===== src/rtl/pic_inta_sequencer_if.sv =====
// ============================================================================
// Module : pic_inta_sequencer_if
// Desc   : CPU-side and resolver-side signal bundle of the PIC INTA/EOI sequencer
// Rev    : 1.0
// ============================================================================
`default_nettype none

interface pic_inta_sequencer_if;
  logic [7:0] resolved_irq;
  logic       inta;
  logic       icw2_wr;
  logic [7:0] icw2_data;
  logic       eoi_valid;
  logic [1:0] eoi_type;
  logic [2:0] eoi_level;
  logic       int_out;
  logic [7:0] isr;
  logic [2:0] priority_rotate;
  logic [7:0] clear_irr;
  logic [7:0] data_out;
  logic       data_out_en;

  modport master (
    output resolved_irq, inta, icw2_wr, icw2_data, eoi_valid, eoi_type, eoi_level,
    input  int_out, isr, priority_rotate, clear_irr, data_out, data_out_en
  );

  modport slave (
    input  resolved_irq, inta, icw2_wr, icw2_data, eoi_valid, eoi_type, eoi_level,
    output int_out, isr, priority_rotate, clear_irr, data_out, data_out_en
  );
endinterface

`default_nettype wire


===== src/rtl/pic_inta_sequencer.sv =====
// ============================================================================
// Module : pic_inta_sequencer
// Desc   : Two-pulse INTA handshake, in-service register and EOI/rotation control
// Rev    : 1.0
// ============================================================================
`default_nettype none

module pic_inta_sequencer #(
  parameter logic [7:0] RESET_BASE = 8'h08,
  parameter bit         AEOI       = 1'b0
) (
  input  logic                  clk,
  input  logic                  reset,
  pic_inta_sequencer_if.slave   bus
);

  typedef enum logic [0:0] {
    IDLE = 1'b0,
    ACK1 = 1'b1
  } state_t;

  state_t     state_q, state_d;
  logic [4:0] base_q, base_d;
  logic [2:0] level_q, level_d;
  logic       spurious_q, spurious_d;
  logic [7:0] isr_q, isr_d;
  logic [2:0] rot_q, rot_d;
  logic       int_q, int_d;
  logic [7:0] clr_q, clr_d;
  logic [7:0] dout_q, dout_d;
  logic       den_q, den_d;

  logic [7:0] eoi_clear;
  logic [7:0] aeoi_clear;
  logic [7:0] inta_set;
  logic       ns_found;
  logic [2:0] ns_level;
  logic [2:0] req_level;
  logic       unused_icw2_low;

  assign unused_icw2_low = ^bus.icw2_data[2:0];

  // Cyclic scan from the rotation point; iterating downward keeps the lowest offset.
  always_comb begin
    ns_found = 1'b0;
    ns_level = 3'd0;
    for (int i = 7; i >= 0; i--) begin
      if (isr_q[rot_q + 3'(i)]) begin
        ns_found = 1'b1;
        ns_level = rot_q + 3'(i);
      end
    end
  end

  always_comb begin
    req_level = 3'd0;
    for (int i = 0; i < 8; i++) begin
      if (bus.resolved_irq[i]) req_level = 3'(i);
    end
  end

  always_comb begin
    state_d    = state_q;
    base_d     = base_q;
    level_d    = level_q;
    spurious_d = spurious_q;
    rot_d      = rot_q;
    int_d      = 1'b0;
    clr_d      = 8'h00;
    dout_d     = dout_q;
    den_d      = 1'b0;
    eoi_clear  = 8'h00;
    aeoi_clear = 8'h00;
    inta_set   = 8'h00;

    case (state_q)
      IDLE: begin
        int_d = |bus.resolved_irq;
        if (bus.inta) begin
          int_d      = 1'b0;
          inta_set   = bus.resolved_irq;
          clr_d      = bus.resolved_irq;
          spurious_d = ~|bus.resolved_irq;
          level_d    = (|bus.resolved_irq) ? req_level : 3'd7;
          state_d    = ACK1;
        end
      end
      ACK1: begin
        if (bus.inta) begin
          dout_d  = {base_q, level_q};
          den_d   = 1'b1;
          if (AEOI && !spurious_q) aeoi_clear[level_q] = 1'b1;
          state_d = IDLE;
        end
      end
      default: state_d = IDLE;
    endcase

    if (bus.eoi_valid) begin
      case (bus.eoi_type)
        2'b00: if (ns_found) eoi_clear[ns_level] = 1'b1;
        2'b01: eoi_clear[bus.eoi_level] = 1'b1;
        2'b10: begin
          if (ns_found) begin
            eoi_clear[ns_level] = 1'b1;
            rot_d               = ns_level + 3'd1;
          end
        end
        default: rot_d = bus.eoi_level + 3'd1;
      endcase
    end

    // A same-cycle INTA set overrides an EOI clear of the same bit.
    isr_d = (isr_q & ~eoi_clear & ~aeoi_clear) | inta_set;

    if (bus.icw2_wr) base_d = bus.icw2_data[7:3];
  end

  always_ff @(posedge clk) begin
    if (reset) begin
      state_q    <= IDLE;
      base_q     <= RESET_BASE[7:3];
      level_q    <= 3'd0;
      spurious_q <= 1'b0;
      isr_q      <= 8'h00;
      rot_q      <= 3'd0;
      int_q      <= 1'b0;
      clr_q      <= 8'h00;
      dout_q     <= 8'h00;
      den_q      <= 1'b0;
    end else begin
      state_q    <= state_d;
      base_q     <= base_d;
      level_q    <= level_d;
      spurious_q <= spurious_d;
      isr_q      <= isr_d;
      rot_q      <= rot_d;
      int_q      <= int_d;
      clr_q      <= clr_d;
      dout_q     <= dout_d;
      den_q      <= den_d;
    end
  end

  assign bus.int_out         = int_q;
  assign bus.isr             = isr_q;
  assign bus.priority_rotate = rot_q;
  assign bus.clear_irr       = clr_q;
  assign bus.data_out        = dout_q;
  assign bus.data_out_en     = den_q;

endmodule

`default_nettype wire

===== src/flat_wrapper.sv =====
// flat-port wrapper written by rule: the top's interface ports become plain ports
module pic_inta_sequencer_flat 
#(
  parameter logic [7:0] RESET_BASE = 8'h08,
  parameter bit         AEOI       = 1'b0
)
  (clk, reset, bus_resolved_irq, bus_inta, bus_icw2_wr, bus_icw2_data, bus_eoi_valid, bus_eoi_type, bus_eoi_level, bus_int_out, bus_isr, bus_priority_rotate, bus_clear_irr, bus_data_out, bus_data_out_en);
  pic_inta_sequencer_if bus_i ();
  input  logic clk;
  input  logic reset;
  input wire logic [$bits(bus_i.resolved_irq)-1:0] bus_resolved_irq;
  input wire logic [$bits(bus_i.inta)-1:0] bus_inta;
  input wire logic [$bits(bus_i.icw2_wr)-1:0] bus_icw2_wr;
  input wire logic [$bits(bus_i.icw2_data)-1:0] bus_icw2_data;
  input wire logic [$bits(bus_i.eoi_valid)-1:0] bus_eoi_valid;
  input wire logic [$bits(bus_i.eoi_type)-1:0] bus_eoi_type;
  input wire logic [$bits(bus_i.eoi_level)-1:0] bus_eoi_level;
  output wire logic [$bits(bus_i.int_out)-1:0] bus_int_out;
  output wire logic [$bits(bus_i.isr)-1:0] bus_isr;
  output wire logic [$bits(bus_i.priority_rotate)-1:0] bus_priority_rotate;
  output wire logic [$bits(bus_i.clear_irr)-1:0] bus_clear_irr;
  output wire logic [$bits(bus_i.data_out)-1:0] bus_data_out;
  output wire logic [$bits(bus_i.data_out_en)-1:0] bus_data_out_en;
  assign bus_i.resolved_irq = bus_resolved_irq;
  assign bus_i.inta = bus_inta;
  assign bus_i.icw2_wr = bus_icw2_wr;
  assign bus_i.icw2_data = bus_icw2_data;
  assign bus_i.eoi_valid = bus_eoi_valid;
  assign bus_i.eoi_type = bus_eoi_type;
  assign bus_i.eoi_level = bus_eoi_level;
  assign bus_int_out = bus_i.int_out;
  assign bus_isr = bus_i.isr;
  assign bus_priority_rotate = bus_i.priority_rotate;
  assign bus_clear_irr = bus_i.clear_irr;
  assign bus_data_out = bus_i.data_out;
  assign bus_data_out_en = bus_i.data_out_en;
  pic_inta_sequencer #(.RESET_BASE(RESET_BASE), .AEOI(AEOI)) u_core (.clk(clk), .reset(reset), .bus(bus_i));
endmodule

===== config.mk =====
export PLATFORM = sky130hd
export DESIGN_NAME = pic_inta_sequencer_flat
export DESIGN_NICKNAME = d
export VERILOG_FILES = /design/src/rtl/pic_inta_sequencer_if.sv /design/src/rtl/pic_inta_sequencer.sv /design/src/flat_wrapper.sv
export SDC_FILE = /design/constraint.sdc
export NUM_CORES = 1
export LEC_CHECK = 0
export ABC_AREA = 1
export BUFFER_PORTS_ARGS = -buffer_cell sky130_fd_sc_hd__buf_2
export CAP_MARGIN = 20
export CORE_UTILIZATION = 54
export CTS_CLUSTER_DIAMETER = 50
export DETAILED_ROUTE_END_ITERATION = 8
export GPL_TIMING_DRIVEN = 0
export PLACE_DENSITY = 0.79
export SETUP_SLACK_MARGIN = 0.2
export SLEW_MARGIN = 20
export SYNTH_ARGS = -nofsm -noshare
export SYNTH_HDL_FRONTEND = slang
export SYNTH_SLANG_ARGS = --single-unit

===== constraint.sdc =====
create_clock -name clk -period 3.3 [get_ports clk]
set_clock_uncertainty 0.15 [all_clocks]
set_input_delay 0.495 -clock clk [delete_from_list [all_inputs] [get_ports clk]]
set_output_delay 0.495 -clock clk [all_outputs]
set_load 0.05 [all_outputs]

# Word level (Yosys, flattened, before mapping)
# Index checks and enable logic that the tools add are counted.
[op_classes]
n_addsub = 9
order_cmp = 12
eq_ne = 3
mux = 54
bitwise = 5
reduce_logical = 11
[op_table]
columns = ["cell", "n"]
rows = [
  ["$mux 3", 14],
  ["$lt 3x4->1 const B", 10],
  ["$mux 8", 4],
  ["$bmux 1 s3", 8],
  ["$mux 1", 21],
  ["$pmux 8 s2", 1],
  ["$add 3x3->3 const B", 4],
  ["$add 3x1->3 const B", 3],
  ["$and 8x8->8", 1],
  ["$not 8->8", 1],
  ["$or 8x8->8", 1],
  ["$reduce_or 8->1", 1],
  ["$add 3x2->3 const B", 2],
  ["$demux 1 s3", 2],
  ["$ge 3x1->1 const B", 2],
  ["$pmux 3 s2", 1],
  ["$reduce_or 2->1", 3],
  ["$mux 2", 2],
  ["$reduce_and 2->1", 2],
  ["$reduce_and 3->1", 1],
  ["$reduce_or 3->1", 1],
  ["$eq 2x1->1 const B", 1],
  ["$eq 2x2->1 const B", 1],
  ["$logic_and 1x1->1", 2],
  ["other kinds (4)", 5],
]
[totals]
regBits = 38
output_inout_bits = 29
word_cells = 103

# Logic depth before layout (Yosys ltp)
# Gate-level depths: netlist of the first run.
[logic_depth]
depth_word = 21
mapped_depth = 25

# Worst setup path after synthesis of the first run
# No wires, ideal clock.
[synth_path]
path_kind = "flip-flop to flip-flop"
from = "reg u_core.rot_q[1], in the netlist u_core.bus.priority_rotate[1]"
to = "reg u_core.rot_q[2], in the netlist u_core.bus.priority_rotate[2]"
arrival_ns = 2.884
t_required_ns = 3.037
path_slack_ns = 0.153
stages_incl_launch_ff = 25
path_buffers = 2
synth_period_minus_slack_ns = 3.147
path_cell_list = "dfxtp_1 > buf_4 > inv_4 > ha_1 > buf_2 > inv_2 > nand3_1 > nand3_2 > nand2_2 > inv_2 > nand2_1 > nand2_1 > nand2_1 > nand2_1 > nand2_1 > nand2_1 > nand2_2 > nand2_4 > o21ai_1 > inv_1 > ha_1 > o211ai_1 > nand2_1 > o21ai_1 > inv_1"
[synth_between]
elab_chain_cells = 14
word_cells_on_any_way = 44
classes_between = "add/sub (8); eq/ne (1); mux (34); reduce/logical (1)"
[synth_lines]
columns = ["element", "line_no", "source"]
rows = [
  ["start: declaration", "pic_inta_sequencer.sv:27", "logic [2:0] rot_q, rot_d;"],
  ["start signal: assignment", "pic_inta_sequencer.sv:137", "rot_q <= rot_d;"],
  ["$add 3x3->3", "pic_inta_sequencer.sv:48, pic_inta_sequencer.sv:50", ""],
  ["$bmux 1 s3", "pic_inta_sequencer.sv:48", "if (isr_q[rot_q + 3'(i)]) begin"],
  ["$mux 1 (implied by the code)", "pic_inta_sequencer.sv:48", ""],
  ["$mux 3 (8 in series)", "pic_inta_sequencer.sv:48", ""],
  ["$add 3x1->3", "pic_inta_sequencer.sv:106", "rot_d = ns_level + 3'd1;"],
  ["$mux 3", "pic_inta_sequencer.sv:104", "if (ns_found) begin"],
  ["$pmux 3 s2", "pic_inta_sequencer.sv:100", "case (bus.eoi_type)"],
]
# Parallel ways exist; a longest one is shown, timed or not. The select of a mux whose other input is x is not followed.
# A chain may end at the register's enable or synchronous reset.

# Worst setup path after layout of the first run
# Ends and elaborated chain as after synthesis.

==> results.ini, run 1 <==
[run_status]
outcome = completed

[worst_setup_path]
cp.depth = 22
worstSetupPathType = register to register
cp_max_fo = 9
reg2reg_slack_ns = 0.45
cp_common_cell = nand2_1
r2r_start = u_core.bus.priority_rotate[1]
path_cells = buf_8, inv_4, ha_1, buf_6, inv_4, nand3_1, nand3_1, nand2_1, inv_2, nand2_1, nand2_1, nand2_1, nand2_1, nand2_2, nand2_4, o21ai_4, inv_1, ha_1, o211ai_1, nand2_1, o21ai_2, inv_1
crit_start = u_core.bus.priority_rotate[1]
cp_slowest_cell = dfxtp_2
crit_required_ns = 3.34
endpoint = u_core.bus.priority_rotate[2]
critPathTopFamily = simple AND/OR/NAND/NOR gates
end_kind = register
cp_data_arrival_time_ns = 2.89
cpPeakStageDelay_ns = 0.35
path_buf_inv = 7
rr_worst_depth = 22
startpoint_type = register
rr_endpoint = u_core.bus.priority_rotate[2]

[synthesis]
synth_area_um2 = 2410
ys_types = 30
synth_warnings = 0
yosys_register_bits = 38
seq_area_frac_synth_pct = 31.6
netlist_instances = 376
avgSynthCellArea_um2 = 6.41
syn_nets = 407

[placed_design]
io_buffers = 49
gp_congestion = 0.943
place_area_um2 = 2720
hpwl_mm = 4.62

[route]
wl_per_cell_um = 12.0
drt_iter0_drc = 217
via_per_inst = 5.05
num_vias = 2464
drc_errors = 0
drt_first_pass_iters = 4
ant_nets = 0
wl_mm = 5.84

[grt]
top_usage_layer = met2
use_met3_pct = 8.06
use_met1_pct = 33.2
grt_use_met2_pct = 43.4
grt_usage_pct = 26.6
first_global_vias = 2144
grt_max_degree = 13
gr-total-overflow = 0
antenna_found_initial = 0
grt_pass1_wl_mm = 9.29

[clock_tree]
clock-root-buffer = clkbuf_8
ctsHoldBuffers = 0
clock_latency_ns = 0.29
clk_pin_slew_ns = 0.07
htreeDepth = 2
cts_tree = done
clockBufferDepth = 2
cts_buffers = 5
clock_sinks = 38

[layout]
drive_gt1_share_pct = 27.4
area_growth_syn_to_layout_pct = 19.9
layout.nets = 468
final_area_um2 = 2890
diodes = 0

[floorplan]
dieArea_um2 = 4730
dieWidth_um = 68.8
num_io_pins = 55
coreArea_um2 = 4140
num_rows = 23
start_util_pct = 58.2
die_y_um = 68.8

[sta]
min_period_ns = 2.85
finalHoldViolCount = 0
rsz0062_at_grt = no
maxSlewHeadroom_pct = 68.8
final_max_slew_viol_count = 0
setup_viol = 0
tightestPinTransition_ns = 0.464
fin_crit_sh_pct = 86.5
fmax_mhz = 350
fin_setup_tns_ns = 0

[power_and_ir_drop]
ir_drop_mv = 0.394
cellPowerDensity_nw_per_um2 = 534
power_leakage_uw = 0.00157

[hold_path]
hp-class = primary input to register

[job]
maxCapViolations = 0

[layout by cell type, fill, tap and decap left out, types with 4 or more instances in the layout]
cell type	netlist	final
buf_2	2	50
clkbuf_1	4	4
nor3_1	8	8
nand2_2	19	19
o21ai_0	19	18
nand2_1	92	92
clkbuf_8	0	6
buf_4	1	5
o21ai_1	8	7
ha_1	5	5
nand3_1	34	33
a21oi_1	10	10
inv_2	8	7
nand3_2	13	14
inv_1	49	49
dfxtp_1	38	36
nor2_1	47	47
[power by group]
part	internal [µW]	switching (µW)	total, µW
clock	168	162	329
combinational	217	474	691
sequential	494	27.6	522
total	879	663	1540
[layout make-up]
| type | instances | area [µm²] |
|---|---|---|
| Tap cell | 50 | 62.6 |
| Timing Repair Buffer | 54 | 283 |
| Fill cell | 372 | 1250 |
| Clock inverter | 2 | 12.5 |
| Buffer | 9 | 68.8 |
| Sequential cell | 38 | 763 |
| Inverter | 59 | 229 |
| Clock buffer | 6 | 82.6 |
| Multi-Input combinational cell | 270 | 1390 |
[worst reg2reg max path, delay by kind of cell, from the launching register on]
kind	cells	cell delay [ns]
simple gates	10	0.82
buf+inv	7	0.56
fa+ha+maj	2	0.49
compound gates	3	0.36
flops	1	0.35
[cell families (layout without fill, tap and decap cells)]
logic type	count (synthesis)	count (layout)	synth area share, %
AO/OA/AOI/OAI	44	44	10.0
AND/OR/NAND/NOR	219	219	43.1
adder cells (fa/ha/maj)	5	5	2.60
flip-flops	38	38	31.6
XOR/XNOR	2	2	1.04
buffers and inverters	68	130	11.7
[worst min-delay path by stage]
stage	from	endpoint	slack [ns]	cells after the start
after floorplan	u_core.base_q[0]	u_core.base_q[0]	0.28	2
after global placement	u_core.base_q[0]	u_core.base_q[0]	0.31	2
after detailed placement	u_core.base_q[0]	u_core.base_q[0]	0.31	2
after CTS	bus_icw2_data[3]	u_core.base_q[0]	0.26	3
after global routing	bus_icw2_data[3]	u_core.base_q[0]	0.27	3
final	bus_icw2_data[3]	u_core.base_q[0]	0.27	3
[registers in the layout (all words and copies together), names as in the netlist]
register and flops:
u_core.bus.clear_irr 8, u_core.bus.data_out 8, u_core.bus.isr 8, u_core.base_q 5
u_core.bus.priority_rotate 3, u_core.level_q 3, u_core.bus.data_out_en 1, u_core.bus.int_out 1
u_core.state_q 1
[synth_stat cells]
master / n / area share, %
nor3_1: 8 / 1.7
inv_1: 49 / 7.6
dfxtp_1: 38 / 32
xor2_2: 1 / 0.68
buf_2: 2 / 0.42
o211ai_2: 1 / 0.52
nand2_1: 92 / 14
buf_4: 1 / 0.31
a21oi_1: 10 / 2.1
nand2_4: 1 / 0.47
nor2_4: 1 / 0.47
o211ai_1: 1 / 0.31
a41oi_1: 1 / 0.36
nor3_2: 1 / 0.42
buf_6: 2 / 0.93
inv_4: 2 / 0.52
nand2_2: 19 / 4.9
o21ai_0: 19 / 3.9
nand3_1: 34 / 7.1
nor2_1: 47 / 7.3
o21bai_1: 2 / 0.62
ha_1: 5 / 2.6
inv_2: 8 / 1.2
nand4_2: 1 / 0.52
clkbuf_1: 4 / 0.62
a31oi_1: 2 / 0.52
nor4_1: 2 / 0.52
xnor2_1: 1 / 0.36
nand3_2: 13 / 5.4
o21ai_1: 8 / 1.7
[layer usage]
metal	up-vias	part of all wire, %
met3	13	6.5
met4	0	1.9
li1	1308	-
met1	1073	45
met5	-	0
met2	70	47
[timing repair]
action | in CTS | in global routing
buffers inserted | 0 | 5
resized for setup | 2 | 9
endpoints found under the setup margin | 1 | 2
[per-stage QoR]
stage	worst slack, ns	utilization [%]	cells	hold WS, ns	power, µW
4_1_cts	0.258	68.1	483	0.257	1520
5_1_grt	0.234	69.7	488	0.268	1650
3_5_place_dp	0.143	65.6	475	0.314	1190
2_1_floorplan	0.236	-	376	0.280	1050
6_report	0.445	69.7	488	0.267	1540
3_3_place_gp	0.191	65.6	475	0.306	1180
No activity file was read; power rests on OpenSTA's default activity.
==> run 2: changes to the inputs <==
Settings changed: CELL_PAD_IN_SITES_DETAIL_PLACEMENT set to 1, CELL_PAD_IN_SITES_GLOBAL_PLACEMENT set to 2, CORE_UTILIZATION 54 to 28, PLACE_DENSITY 0.79 to 0.78.
==> results.ini, run 2 (synthesis gave the netlist of run 1 again) <==
[grt]
gr-total-overflow = 0  ; unchanged
grt_max_degree = 13  ; unchanged
grt_usage_pct = 17.0  ; was 26.6%
first_global_vias = 2492  ; was 2144
grt_pass1_wl_mm = 11.8  ; was 9.29 mm
antenna_found_initial = 0  ; unchanged

[layout]
layout.nets = 463  ; was 468
fillers = 1082  ; was 372
multi_input_area_um2 = 1400  ; was 1390 µm²
drive_gt1_share_pct = 27.3  ; was 27.4%
mostFrequentLayoutCell = nand2_1  ; unchanged
final_cell_mix = nand2_1, buf_2, inv_1  ; unchanged
area_growth_syn_to_layout_pct = 21.9  ; was 19.9%
final-seq-area_um2 = 766  ; was 763 µm²
diodes = 0  ; unchanged

[clock_tree]
clock_sinks = 38  ; unchanged
post_cts_buffers = 0  ; unchanged
clockBufferDepth = 2  ; unchanged
ctsHoldBuffers = 0  ; unchanged
cts_tree = done  ; unchanged
cts_buffers = 5  ; unchanged
clk_pin_slew_ns = 0.08  ; was 0.07 ns
clock_latency_ns = 0.29  ; about the same
clock-root-buffer = clkbuf_8  ; unchanged
htreeDepth = 2  ; unchanged

[route]
num_vias = 2486  ; was 2464
drt_first_pass_iters = 4  ; unchanged
ant_nets = 0  ; unchanged
wl_per_cell_um = 13.6  ; was 12.0 µm
via_per_inst = 4.62  ; was 5.05
drt_iter0_drc = 78  ; was 217
drc_errors = 0  ; unchanged
wl_mm = 7.30  ; was 5.84 mm

[worst_setup_path]
cpPeakStageDelay_ns = 0.37  ; was 0.35 ns
startpoint_type = register  ; unchanged
end_kind = register  ; unchanged
r2r_start = u_core.bus.priority_rotate[1]  ; unchanged
path_cells = buf_8, inv_6, ha_1, buf_6, inv_4, nand3_1, nand3_2, nand2_2, inv_1, nor2_1, nand2_1, nand3_1, nand2_1, nand2_1, nand2_1, nand2_2, nand2_2, o21ai_1, ha_1, inv_1, nand2_1, nand2_1, o21ai_1, inv_1  ; was buf_8, inv_4, ha_1, buf_6, inv_4, nand3_1, nand3_1, nand2_1, inv_2, nand2_1, nand2_1, nand2_1, nand2_1, nand2_2, nand2_4, o21ai_4, inv_1, ha_1, o211ai_1, nand2_1, o21ai_2, inv_1
cp_max_fo = 9  ; unchanged
cp_data_arrival_time_ns = 2.95  ; was 2.89 ns
cp_common_cell = nand2_1  ; unchanged
worstSetupPathType = register to register  ; unchanged
cp_slowest_cell = dfxtp_4  ; was dfxtp_2
critPathTopFamily = simple AND/OR/NAND/NOR gates  ; unchanged
crit_start = u_core.bus.priority_rotate[1]  ; unchanged
path_buf_inv = 7  ; unchanged
crit_required_ns = 3.34  ; about the same

[sta]
final_max_slew_viol_count = 0  ; unchanged
finalHoldViolCount = 0  ; unchanged
fin_crit_sh_pct = 88.3  ; was 86.5%
fmax_mhz = 343  ; was 350 MHz
tightestPinTransition_ns = 0.548  ; was 0.464 ns
maxSlewHeadroom_pct = 63.5  ; was 68.8%
rsz0062_at_grt = no  ; unchanged
fin_setup_tns_ns = 0  ; unchanged
setup_viol = 0  ; unchanged
whs_ns = 0.268  ; was 0.267 ns
min_period_ns = 2.91  ; was 2.85 ns

[floorplan]
num_io_pins = 55  ; unchanged
start_util_pct = 29.2  ; was 58.2%
die_y_um = 94.8  ; was 68.8 µm
num_rows = 33  ; was 23
dieArea_um2 = 8980  ; was 4730 µm²
coreArea_um2 = 8260  ; was 4140 µm²
dieWidth_um = 94.8  ; was 68.8 µm

[placed_design]
hpwl_mm = 6.09  ; was 4.62 mm
gp_congestion = 0.840  ; was 0.943
io_buffers = 49  ; unchanged

[power_and_ir_drop]
ir_drop_mv = 0.242  ; was 0.394 mV
cellPowerDensity_nw_per_um2 = 536  ; was 534 nW/µm²
power_leakage_uw = 0.00155  ; was 0.00157 µW

[hold_path]
hold_start = bus_icw2_data[3]  ; unchanged
hp-class = primary input to register  ; unchanged

[run_status]
outcome = completed  ; unchanged

[job]
maxCapViolations = 0  ; unchanged

run 2: worst paths after layout:
check,to,slack [ns],cells after the start
worst min register to register,u_core.base_q[0],0.34,2
worst max-delay path,u_core.bus.priority_rotate[2],0.39,24
worst min-delay path,u_core.base_q[0],0.27,3
worst max register to register,u_core.bus.priority_rotate[2],0.39,24
run 2: through the flow:
stage          util [%]  instance area, µm²  setup WS (ns)  power [µW]  cells
6_report           35.6                2940          0.385        1570    538
5_1_grt            35.6                2940          0.193        1690    538
4_1_cts            35.0                2890          0.215        1580    538
3_5_place_dp       33.8                2790          0.101        1220    530
3_3_place_gp       33.8                2790          0.163        1210    530
2_1_floorplan         -                2410          0.236        1050    376
run 2: repair_timing:
action,4_1_cts,5_1_grt
resized for setup,3,13
endpoints found under the setup margin,2,2
gates cloned,0,0
run 2: layer usage:
| metal | global-route usage [%] | part of all wire, % | vias up |
|---|---|---|---|
| met3 | 3.30 | 3.4 | 5 |
| met2 | 32.3 | 53 | 32 |
| met1 | 19.4 | 43 | 1156 |
| met4 | 3.41 | 0.66 | 0 |
| li1 | - | - | 1293 |
| met5 | 0 | 0 | - |
run 2: final cells by class:
class / instances / area share (%)
Inverter: 59 / 7.88
Clock inverter: 2 / 0.426
Timing Repair Buffer: 49 / 8.35
Multi-Input combinational cell: 270 / 47.6
Buffer: 9 / 2.34
Sequential cell: 38 / 26.1
Clock buffer: 6 / 2.81
Tap cell: 105 / 4.47
run 2: power by group:
group	internal, µW	total (µW)	switching (µW)
logic	212	708	496
registers	494	522	27.7
clock network	168	344	176
run 2: tightest hold or removal path: stages:
cell and delay, ns:
buf_2 0.08, nand2_1 0.04, nand3_1 0.06
==> run 3: changes to the inputs <==
Settings changed: CORE_ASPECT_RATIO set to 1.1, CTS_CLUSTER_SIZE set to 16.
==> results.ini, run 3 (synthesis gave the netlist of run 1 again) <==
[layout]
area_growth_syn_to_layout_pct = 26.5  ; was 21.9%
diodes = 0  ; unchanged
mostFrequentLayoutCell = nand2_1  ; unchanged
fin_cells = 549  ; was 538
final_cell_mix = nand2_1, buf_2, inv_1  ; unchanged
fillers = 1117  ; was 1082
layout.nets = 468  ; was 463
drive_gt1_share_pct = 29.2  ; was 27.3%

[placed_design]
gp_congestion = 0.842  ; was 0.840
place_inst = 536  ; was 530
io_buffers = 49  ; unchanged
hpwl_mm = 5.95  ; was 6.09 mm
pre_cts_ws_ns = 0.0396  ; was 0.101 ns

[clock_tree]
clockBufferDepth = 2  ; unchanged
clock-root-buffer = clkbuf_8  ; unchanged
cts_buffers = 5  ; unchanged
ctsHoldBuffers = 0  ; unchanged
clock_sinks = 38  ; unchanged
htreeDepth = 2  ; unchanged
clk_pin_slew_ns = 0.08  ; about the same
clock_latency_ns = 0.29  ; about the same
cts_tree = done  ; unchanged

[sta]
fin_setup_tns_ns = 0  ; unchanged
finalHoldViolCount = 0  ; unchanged
maxSlewHeadroom_pct = 65.4  ; was 63.5%
min_period_ns = 2.88  ; was 2.91 ns
fin_crit_sh_pct = 87.3  ; was 88.3%
tightestPinTransition_ns = 0.514  ; was 0.548 ns
fmax_mhz = 347  ; was 343 MHz
final_max_slew_viol_count = 0  ; unchanged
rsz0062_at_grt = no  ; unchanged
setup_viol = 0  ; unchanged
fin_ws_ns = 0.421  ; was 0.385 ns

[grt]
gr-total-overflow = 0  ; unchanged
grt_pass1_wl_mm = 12.0  ; was 11.8 mm
antenna_found_initial = 0  ; unchanged
first_global_vias = 2596  ; was 2492
grt_max_degree = 14  ; was 13
use_met1_pct = 18.5  ; was 19.4%
grt_use_met2_pct = 31.9  ; was 32.3%
use_met3_pct = 2.83  ; was 3.30%
top_usage_layer = met2  ; unchanged
grt_usage_pct = 16.3  ; was 17.0%

[route]
wl_per_cell_um = 13.1  ; was 13.6 µm
drc_errors = 0  ; unchanged
wl_mm = 7.18  ; was 7.30 mm
via_per_inst = 4.55  ; was 4.62
ant_nets = 0  ; unchanged
num_vias = 2499  ; was 2486
drt_first_pass_iters = 5  ; was 4
drt_iter0_drc = 42  ; was 78

[power_and_ir_drop]
ir_drop_mv = 0.325  ; was 0.242 mV
power_leakage_uw = 0.00161  ; was 0.00155 µW
cellPowerDensity_nw_per_um2 = 563  ; was 536 nW/µm²

[worst_setup_path]
r2r_start = u_core.bus.priority_rotate[1]  ; unchanged
worstSetupPathType = register to register  ; unchanged
rr_endpoint = u_core.bus.priority_rotate[2]  ; unchanged
end_kind = register  ; unchanged
startpoint_type = register  ; unchanged
cp_max_fo = 9  ; unchanged
rr_worst_depth = 24  ; unchanged
reg2reg_slack_ns = 0.42  ; was 0.39 ns
crit_required_ns = 3.33  ; was 3.34 ns
cp_data_arrival_time_ns = 2.91  ; was 2.95 ns
crit_start = u_core.bus.priority_rotate[1]  ; unchanged
endpoint = u_core.bus.priority_rotate[2]  ; unchanged

[floorplan]
num_rows = 35  ; was 33
num_io_pins = 55  ; unchanged
start_util_pct = 28.8  ; was 29.2%
dieWidth_um = 90.5  ; was 94.8 µm
coreArea_um2 = 8360  ; was 8260 µm²
dieArea_um2 = 8980  ; about the same
die_y_um = 99.3  ; was 94.8 µm

[job]
maxCapViolations = 0  ; unchanged

[hold_path]
hold_start = bus_inta  ; was bus_icw2_data[3]
hp-class = primary input to register  ; unchanged

[run_status]
outcome = completed  ; unchanged

run 3: cell count changes in the layout (fill, tap and decap cells not counted), sizes merged:
cell / previous run / this run
buf: 54 / 59
bufinv: 0 / 2
clkbuf: 10 / 9
clkinvlp: 1 / 0
run 3: final cells by class:
| cell class | instances | area (µm²) | share of cell area, % |
|---|---|---|---|
| repair buffers | 54 | 283 | 9.27 |
| flip-flops and latches | 38 | 768 | 25.2 |
| plain buffers | 9 | 68.8 | 2.26 |
| inverters | 59 | 231 | 7.59 |
| multi-input cells | 270 | 1420 | 46.6 |
| clock inverters | 3 | 68.8 | 2.26 |
| well taps | 111 | 139 | 4.55 |
| clock buffers | 5 | 68.8 | 2.26 |
run 3: metrics by stage:
stage | hold slack [ns] | cell area, µm² | total power [µW] | utilization (%)
5_1_grt | 0.282 | 3050 | 1850 | 36.5
3_3_place_gp | 0.306 | 2800 | 1210 | 33.4
3_5_place_dp | 0.331 | 2800 | 1220 | 33.4
2_1_floorplan | 0.280 | 2410 | 1050 | -
4_1_cts | 0.271 | 2950 | 1710 | 35.2
6_report | 0.279 | 3050 | 1720 | 36.5
run 3: worst min-delay path by stage:
stage	slack, ns	cells past startpoint	endpoint
3_5_place_dp	0.33	2	u_core.bus.data_out[5]
4_1_cts	0.27	2	u_core.bus.int_out
2_1_floorplan	0.28	2	u_core.base_q[0]
3_3_place_gp	0.31	2	u_core.base_q[0]
6_report	0.28	2	u_core.bus.int_out
5_1_grt	0.28	2	u_core.bus.int_out
run 3: where the power goes:
| group | internal, µW | total (µW) | switching, µW |
|---|---|---|---|
| sequential | 494 | 522 | 28.5 |
| combinational | 225 | 720 | 496 |
| clock | 303 | 474 | 171 |
run 3: critical path, cell delays in order, from the launching register on:
cell	delay [ns]
dfxtp_4	0.37
buf_8	0.12
inv_6	0.06
ha_1	0.28
buf_6	0.13
inv_4	0.06
nand3_2	0.08
nand3_2	0.10
nand2_2	0.11
inv_2	0.06
nand2_1	0.06
nand2_1	0.05
nand2_1	0.05
nand2_1	0.05
nand2_1	0.05
nand2_1	0.06
nand2_2	0.08
nand2_4	0.08
o21ai_4	0.14
inv_1	0.06
ha_2	0.18
o211ai_1	0.08
nand2_1	0.10
o21ai_1	0.14
inv_1	0.05
run 3: what timing repair did:
action / in CTS / in global routing
setup buffers: 0 / 5
pin swaps: 0 / 3
setup endpoints to repair: 2 / 2
cloned: 0 / 0
gates resized for setup: 5 / 17
run 3: per-layer routing:
| layer | wire (µm) | vias to the layer above |
|---|---|---|
| li1 | - | 1304 |
| met4 | 70 | 0 |
| met1 | 3050 | 1154 |
| met3 | 190 | 6 |
| met5 | 0 | - |
| met2 | 3860 | 35 |
